===== config.mk =====
export PLATFORM = sky130hd
export DESIGN_NAME = half_dot_feeder_flat
export DESIGN_NICKNAME = d
export VERILOG_FILES = /design/src/rtl/half_dot_feeder_if.sv /design/src/rtl/half_dot_feeder.sv /design/src/flat_wrapper.sv
export SDC_FILE = /design/constraint.sdc
export NUM_CORES = 1
export LEC_CHECK = 0
export BUFFER_PORTS_ARGS = -buffer_cell sky130_fd_sc_hd__buf_2
export CAP_MARGIN = 20
export CORE_MARGIN = 2
export CORE_UTILIZATION = 51
export DETAILED_ROUTE_END_ITERATION = 6
export GPL_TIMING_DRIVEN = 0
export PLACE_DENSITY_LB_ADDON = 0.08
export SYNTH_ARGS = -nofsm -noshare
export SYNTH_HDL_FRONTEND = slang
export SYNTH_SLANG_ARGS = --single-unit
export TNS_END_PERCENT = 20

===== constraint.sdc =====
create_clock -name clock -period 2.47 [get_ports clock]
set_input_delay 0.1235 -clock clock [delete_from_list [all_inputs] [get_ports clock]]
set_output_delay 0.1235 -clock clock [all_outputs]
set_load 0.005 [all_outputs]

===== src/rtl/half_dot_feeder_if.sv =====
// Handshake bundle between the half-precision dot-product feeder and its
// environment. master: the feeder itself. slave: the operand sources and the MAC.
interface half_dot_feeder_if #(
    parameter int LEN_W = 8
);
    logic             start;
    logic [LEN_W-1:0] cfg_len;
    logic             busy;
    logic             a_valid;
    logic [15:0]      a_data;
    logic             a_ready;
    logic             b_valid;
    logic [15:0]      b_data;
    logic             b_ready;
    logic             mac_ready;
    logic             mac_ivalid;
    logic             mac_control;
    logic [15:0]      mac_a;
    logic [15:0]      mac_b;
    logic             res_valid;
    logic             cfg_err;

    modport master (
        input  start, cfg_len, a_valid, a_data, b_valid, b_data, mac_ready,
        output busy, a_ready, b_ready, mac_ivalid, mac_control,
        output mac_a, mac_b, res_valid, cfg_err
    );

    modport slave (
        output start, cfg_len, a_valid, a_data, b_valid, b_data, mac_ready,
        input  busy, a_ready, b_ready, mac_ivalid, mac_control,
        input  mac_a, mac_b, res_valid, cfg_err
    );
endinterface


===== src/rtl/half_dot_feeder.sv =====
// Pairs FP16 A/B operand streams into one dot product of runtime length,
// drives the half-precision MAC inputs and flags the final-sum cycle.
// Ports: clock, resetn (async, active low), io (half_dot_feeder_if.master).
// Optional HALF_DOT_FEEDER_STALL_STATS_EN adds stall_cnt/vec_cnt outputs.
module half_dot_feeder #(
    parameter int LEN_W     = 8,
    parameter int LAT_TOTAL = 9
) (
    input  logic                clock,
    input  logic                resetn,
    half_dot_feeder_if.master   io
`ifdef HALF_DOT_FEEDER_STALL_STATS_EN
    ,
    output logic [15:0]         stall_cnt,
    output logic [15:0]         vec_cnt
`endif
);
    localparam int DRN_W = $clog2(LAT_TOTAL + 1);

    typedef enum logic [1:0] {
        IDLE  = 2'd0,
        FEED  = 2'd1,
        DRAIN = 2'd2
    } state_t;

    state_t           state_q, state_d;
    logic [LEN_W-1:0] len_q, len_d;
    logic [LEN_W-1:0] elem_cnt_q, elem_cnt_d;
    logic [DRN_W-1:0] drain_cnt_q, drain_cnt_d;
    logic             mac_ivalid_q, mac_ivalid_d;
    logic             mac_control_q, mac_control_d;
    logic [15:0]      mac_a_q, mac_a_d;
    logic [15:0]      mac_b_q, mac_b_d;
    logic             res_valid_q, res_valid_d;
    logic             cfg_err_q, cfg_err_d;
    logic             fire;

    // Both operands move together and only when the MAC can take them.
    assign fire = (state_q == FEED) && io.a_valid && io.b_valid && io.mac_ready;

    always_comb begin
        state_d       = state_q;
        len_d         = len_q;
        elem_cnt_d    = elem_cnt_q;
        drain_cnt_d   = drain_cnt_q;
        mac_ivalid_d  = 1'b0;
        mac_control_d = 1'b0;
        mac_a_d       = mac_a_q;
        mac_b_d       = mac_b_q;
        res_valid_d   = 1'b0;
        cfg_err_d     = 1'b0;
        unique case (state_q)
            IDLE: begin
                if (io.start) begin
                    if (io.cfg_len != '0) begin
                        state_d    = FEED;
                        len_d      = io.cfg_len;
                        elem_cnt_d = '0;
                    end else begin
                        cfg_err_d = 1'b1;
                    end
                end
            end
            FEED: begin
                if (fire) begin
                    mac_ivalid_d  = 1'b1;
                    mac_a_d       = io.a_data;
                    mac_b_d       = io.b_data;
                    mac_control_d = (elem_cnt_q == '0);
                    if (elem_cnt_q == len_q - LEN_W'(1)) begin
                        state_d     = DRAIN;
                        drain_cnt_d = DRN_W'(LAT_TOTAL);
                    end else begin
                        elem_cnt_d = elem_cnt_q + LEN_W'(1);
                    end
                end
            end
            DRAIN: begin
                // res_valid is registered, so firing it at count 1 lands
                // it LAT_TOTAL cycles after the last mac_ivalid.
                if (drain_cnt_q == DRN_W'(1)) begin
                    res_valid_d = 1'b1;
                    state_d     = IDLE;
                    drain_cnt_d = '0;
                end else begin
                    drain_cnt_d = drain_cnt_q - DRN_W'(1);
                end
            end
            default: state_d = IDLE;
        endcase
    end

    always_ff @(posedge clock or negedge resetn) begin
        if (!resetn) begin
            state_q       <= IDLE;
            len_q         <= '0;
            elem_cnt_q    <= '0;
            drain_cnt_q   <= '0;
            mac_ivalid_q  <= 1'b0;
            mac_control_q <= 1'b0;
            mac_a_q       <= 16'h0000;
            mac_b_q       <= 16'h0000;
            res_valid_q   <= 1'b0;
            cfg_err_q     <= 1'b0;
        end else begin
            state_q       <= state_d;
            len_q         <= len_d;
            elem_cnt_q    <= elem_cnt_d;
            drain_cnt_q   <= drain_cnt_d;
            mac_ivalid_q  <= mac_ivalid_d;
            mac_control_q <= mac_control_d;
            mac_a_q       <= mac_a_d;
            mac_b_q       <= mac_b_d;
            res_valid_q   <= res_valid_d;
            cfg_err_q     <= cfg_err_d;
        end
    end

    assign io.busy        = (state_q != IDLE);
    assign io.a_ready     = fire;
    assign io.b_ready     = fire;
    assign io.mac_ivalid  = mac_ivalid_q;
    assign io.mac_control = mac_control_q;
    assign io.mac_a       = mac_a_q;
    assign io.mac_b       = mac_b_q;
    assign io.res_valid   = res_valid_q;
    assign io.cfg_err     = cfg_err_q;

`ifdef HALF_DOT_FEEDER_STALL_STATS_EN
    logic [15:0] stall_cnt_q, stall_cnt_d;
    logic [15:0] vec_cnt_q, vec_cnt_d;

    always_comb begin
        stall_cnt_d = stall_cnt_q;
        vec_cnt_d   = vec_cnt_q;
        if ((state_q == FEED) && !io.mac_ready && (stall_cnt_q != 16'hFFFF))
            stall_cnt_d = stall_cnt_q + 16'd1;
        if (res_valid_d && (vec_cnt_q != 16'hFFFF))
            vec_cnt_d = vec_cnt_q + 16'd1;
    end

    always_ff @(posedge clock or negedge resetn) begin
        if (!resetn) begin
            stall_cnt_q <= 16'h0000;
            vec_cnt_q   <= 16'h0000;
        end else begin
            stall_cnt_q <= stall_cnt_d;
            vec_cnt_q   <= vec_cnt_d;
        end
    end

    assign stall_cnt = stall_cnt_q;
    assign vec_cnt   = vec_cnt_q;
`endif
endmodule

===== src/flat_wrapper.sv =====
// flat-port wrapper written by rule: the top's interface ports become plain ports
module half_dot_feeder_flat 
#(
    parameter int LEN_W     = 8,
    parameter int LAT_TOTAL = 9
)
  (clock, resetn, io_start, io_cfg_len, io_a_valid, io_a_data, io_b_valid, io_b_data, io_mac_ready, io_busy, io_a_ready, io_b_ready, io_mac_ivalid, io_mac_control, io_mac_a, io_mac_b, io_res_valid, io_cfg_err);
  half_dot_feeder_if #(.LEN_W(LEN_W)) io_i ();
  input  logic clock;
  input  logic resetn;
  input wire logic [$bits(io_i.start)-1:0] io_start;
  input wire logic [$bits(io_i.cfg_len)-1:0] io_cfg_len;
  input wire logic [$bits(io_i.a_valid)-1:0] io_a_valid;
  input wire logic [$bits(io_i.a_data)-1:0] io_a_data;
  input wire logic [$bits(io_i.b_valid)-1:0] io_b_valid;
  input wire logic [$bits(io_i.b_data)-1:0] io_b_data;
  input wire logic [$bits(io_i.mac_ready)-1:0] io_mac_ready;
  output wire logic [$bits(io_i.busy)-1:0] io_busy;
  output wire logic [$bits(io_i.a_ready)-1:0] io_a_ready;
  output wire logic [$bits(io_i.b_ready)-1:0] io_b_ready;
  output wire logic [$bits(io_i.mac_ivalid)-1:0] io_mac_ivalid;
  output wire logic [$bits(io_i.mac_control)-1:0] io_mac_control;
  output wire logic [$bits(io_i.mac_a)-1:0] io_mac_a;
  output wire logic [$bits(io_i.mac_b)-1:0] io_mac_b;
  output wire logic [$bits(io_i.res_valid)-1:0] io_res_valid;
  output wire logic [$bits(io_i.cfg_err)-1:0] io_cfg_err;
  assign io_i.start = io_start;
  assign io_i.cfg_len = io_cfg_len;
  assign io_i.a_valid = io_a_valid;
  assign io_i.a_data = io_a_data;
  assign io_i.b_valid = io_b_valid;
  assign io_i.b_data = io_b_data;
  assign io_i.mac_ready = io_mac_ready;
  assign io_busy = io_i.busy;
  assign io_a_ready = io_i.a_ready;
  assign io_b_ready = io_i.b_ready;
  assign io_mac_ivalid = io_i.mac_ivalid;
  assign io_mac_control = io_i.mac_control;
  assign io_mac_a = io_i.mac_a;
  assign io_mac_b = io_i.mac_b;
  assign io_res_valid = io_i.res_valid;
  assign io_cfg_err = io_i.cfg_err;
  half_dot_feeder #(.LEN_W(LEN_W), .LAT_TOTAL(LAT_TOTAL)) u_core (.clock(clock), .resetn(resetn), .io(io_i));
endmodule

==> metrics.md <==
| Metric | Value |
|---|---|
| Rows | `27` |
| Num CTS Buffers | `9` |
| Antenna viol nets, final | `0` |
| Synth top cells by count | `nand2_1 (126), dfrtp_1 (58), inv_1 (17)` |
| Finished Core Util | `72.98%` |
| Stages on worst setup path | `9` |
| Ports | `85` |
| Die width | `79.05 um` |
| Grt total ovfl | `0` |
| Clock Sinks | `58` |
| Initial core utilization | `between 50% and 60%` |
| Pre-CTS setup slack | `48.23 ps` |
| Metal-1 WL | `3.090 mm` |
| Worst path bufs/invs | `2` |
| F_max | `429.4 MHz` |
| Startpoint types | `register` |
| Crit Path Max Fanout | `9` |
| Slew Limit Fails | `0` |
| Metal3 WL | `457 um` |
| Routed len/inst | `around 13 um` |
| Synth cell types | `between 40 and 50` |
| Core area | `approximately 5500 sq um` |
| WL met2 | `~3.6 mm` |
| Compound-gate portion of the synthesized area | `7.666%` |
| Mean Syn Cell Area | `8.867 sq um` |
| Post-synthesis adder-cell area fraction | `3.484%` |
| All-layer global routing usage | `24.75%` |
| Ys flop type | `dfrtp_1` |
| Vias per inst | `~5.0` |
| Cells after DPL | `between 400 and 500` |
| CTS H-tree depth | `3` |
| FF/Latch Area | `1453 sq um` |
| Setup crit start | `u_core.len_q[1]` |
| Post-Syn Area | `between 2000 and 3000 sq um` |
| Number of synthesized flops with an enable pin | `0` |
| Worst Setup End Kind | `register` |
| Crit path to | `u_core.elem_cnt_q[1]` |
| Dominant cells by area after synthesis | `dfrtp_1 (51%), nand2_1 (16%), ha_1 (3.5%), inv_1 (2.2%), o21ai_0 (1.9%)` |
| Area leader, netlist | `dfrtp_1` |
| Clock Power Share | `between 20% and 30%` |
| Leakage | `about 2.1 nW` |
| Fraction of layout cells with a size suffix above 1 | `27.06%` |
| Die Span Y | `around 80 um` |
| Worst endpoint required time | `2690 ps` |
| Total power | `3.935 mW` |
| Pre-antenna DRT Iters | `7` |
| Sequential power share | `39.9%` |
| Crit-path slowest cell | `dfrtp_1` |
| Post-route cell area | `approximately 4000 sq um` |
| RSZ-0062 raised after global routing | `yes` |
| Pint | `between 2 and 2.5 mW` |
| Reg2Reg Setup Slack | `140 ps` |
| Clk_lat worst skew | `340 ps` |
| PD cells | `985.2 nW/um^2` |
| Slowest stage delay, CP | `~430 ps` |
| Nets | `511` |
| Min-Delay Path Class | `in2reg` |
| Switch Pwr | `1.448 mW` |
| Sequential cell area fraction in the yosys report | `50.52%` |
| Syn nets | `roughly 380` |
| Post-synth top area share | `50.52%` |
| Vias post-DR | `2692` |
| Max_cap viols | `0` |
| Initial antenna violation count | `0` |
| Final period util | `94.27%` |
| Syn Inst Count | `324` |
| CP delay by family, top | `simple AND/OR/NAND/NOR gates` |
| Min Tclk post-route | `2329 ps` |
| Root Buffer | `clkbuf_8` |
| Antenna cells | `0` |
| Status | `complete, no violations` |
| CTS tree | `built` |
| Postcts setup bufs | `0` |
| Port Buffer Count | `84` |
| First-pass GRT wire length | `12.08 mm` |
| Post-synthesis mux area share | `1.568%` |
| Layout area overhead | `39.02%` |
| Synthesized flop and latch total | `58` |
| Peak supply drop | `0.0006176 V` |
| Initial DRC Count | `149` |
| Final WS setup | `141.4 ps` |
| Critical R2R Launch | `u_core.len_q[1]` |
| Residual DRC | `0` |
| Area post-placement | `3403 sq um` |
| Worst Max-Slew Pin Slew | `568.8 ps` |
| Worst EP arrival | `2550 ps` |
| Combinational family with the most area after synthesis | `simple AND/OR/NAND/NOR gates` |
| Area of the multi-input gates | `1287 sq um` |
| Reg-to-reg endpoint | `u_core.elem_cnt_q[1]` |
| Count of final setup violators | `0` |
| Layout fillers | `429` |
| Worst-case clock buffer depth | `2` |
| Most common cell in the netlist | `nand2_1` |
| Crit-path cells | `inv_1, ha_2, xor2_1, nand3_1, nor4_4, and2_4, buf_6, nor3_2, mux2_4` |
| Switching Fraction | `36.80%` |
| Async SR Flop Fraction | `100.0%` |
| Syn. warnings | `0` |
| Clock transition at the registers of the reported paths | `~70 ps` |
| Largest net degree at the start of global routing | `36` |
| Xor/xnor cell area share of the yosys netlist | `under 10%` |
| Setup Skew | `6.621 ps` |
| WL final | `slightly above 7 mm` |
| Slew headroom | `62.08%` |
| Final Hold Vio Count | `0` |
| Vias in the first global route | `2670` |
| Crit path kind | `reg2reg` |
| Gpl congestion | `roughly 0.83` |
| Highest routed layer | `met4` |
| Layout Cells excl Fill | `about 530` |
| Logic pwr share | `37.1%` |
| Worst r2r path cells | `9` |
| Simple-Gate Fraction of Synth Area | `between 20% and 30%` |
| DP HPWL | `about 4.7 mm` |
| Die Area | `6249 sq um` |
-- how the worst min path moves through the flow --
stage | from | cells past startpoint | end | slack [ps]
floorplan | resetn | 0 | u_core.drain_cnt_q[0] | -170
global placement | io_a_data[10] | 3 | u_core.io.mac_a[10] | 310
detailed placement | resetn | 1 | u_core.len_q[4] | 150
CTS | io_a_data[12] | 3 | u_core.io.mac_a[12] | 3
global route | io_a_data[12] | 3 | u_core.io.mac_a[12] | 10
finish | io_a_data[12] | 3 | u_core.io.mac_a[12] | 9
-- cells by family after synthesis --
group                    after synthesis
flip-flops                            58
AO/OA/AOI/OAI                         32
AND/OR/NAND/NOR                      180
XOR/XNOR                              10
adder cells (fa/ha/maj)                8
multiplexers                           4
buffers and inverters                 32
-- placed cells by master, fill, tap and decap left out, drive strengths merged, types with 7 or more instances in the layout --
cell and n:
inv 17, nor2 10, nand3 9, clkbuf 17, buf 94, nor3 8
dfrtp 58, dlygate4sd3 37, nand2 126, a21oi 7, ha 8, o21ai 12
-- registers in the layout (all words and copies together), names as in the netlist --
signal                 cells
u_core.io.mac_a           16
u_core.io.mac_ivalid       1
u_core.elem_cnt_q          8
u_core.io.res_valid        1
u_core.state_q             2
u_core.io.mac_control      1
u_core.drain_cnt_q         4
u_core.len_q               8
u_core.io.mac_b           16
u_core.io.cfg_err          1
-- layer usage --
layer / track usage (%) / vias to the layer above
met5: 0 / -
met4: 8.276 / 0
met3: 7.045 / 7
met2: 41.69 / 79
met1: 30.68 / 1272
li1: - / 1334
-- what timing repair did --
item | CTS | global route
hold endpoints to repair | 59 | 0
hold buffers | 37 | 0
setup endpoints to repair | 2 | 13
resized for setup | 2 | 8
pin swaps | 0 | 1
-- area by class of cell --
type                    instances  share of cell area, %
clock inverters                 5                  1.316
repair buffers                122                  20.30
clock buffers                  11                  3.791
multi-input cells             234                  32.24
flip-flops and latches         58                  36.37
inverters                      17                  1.598
plain buffers                  15                  2.130
well taps                      72                  2.256
-- tightest hold or removal path: cells and delay by family --
kind,cells,cell delay [ps]
AND/OR/NAND/NOR,2,100
buffers and inverters,1,80
-- stage by stage --
step / hold WS [ps] / setup TNS (ps)
3_3_place_gp: 310.9 / 0
3_5_place_dp: 152.8 / 0
6_report: 9.385 / 0
5_1_grt: 12.02 / -30.25
2_1_floorplan: -172.1 / 0
4_1_cts: 2.684 / 0
-- power groups by stage --
| stage | Combinational [mW] | Sequential (mW) | Clock [mW] |
|---|---|---|---|
| 3_5_place_dp | 1.39 | 1.57 | 0 |
| 5_1_grt | 1.64 | 1.61 | 0.958 |
| 3_3_place_gp | 1.35 | 1.57 | 0 |
| 2_1_floorplan | 0.827 | 1.57 | 0 |
| 6_report | 1.46 | 1.57 | 0.905 |
| 4_1_cts | 1.44 | 1.56 | 0.914 |
No activity file was read; power rests on OpenSTA's default activity.
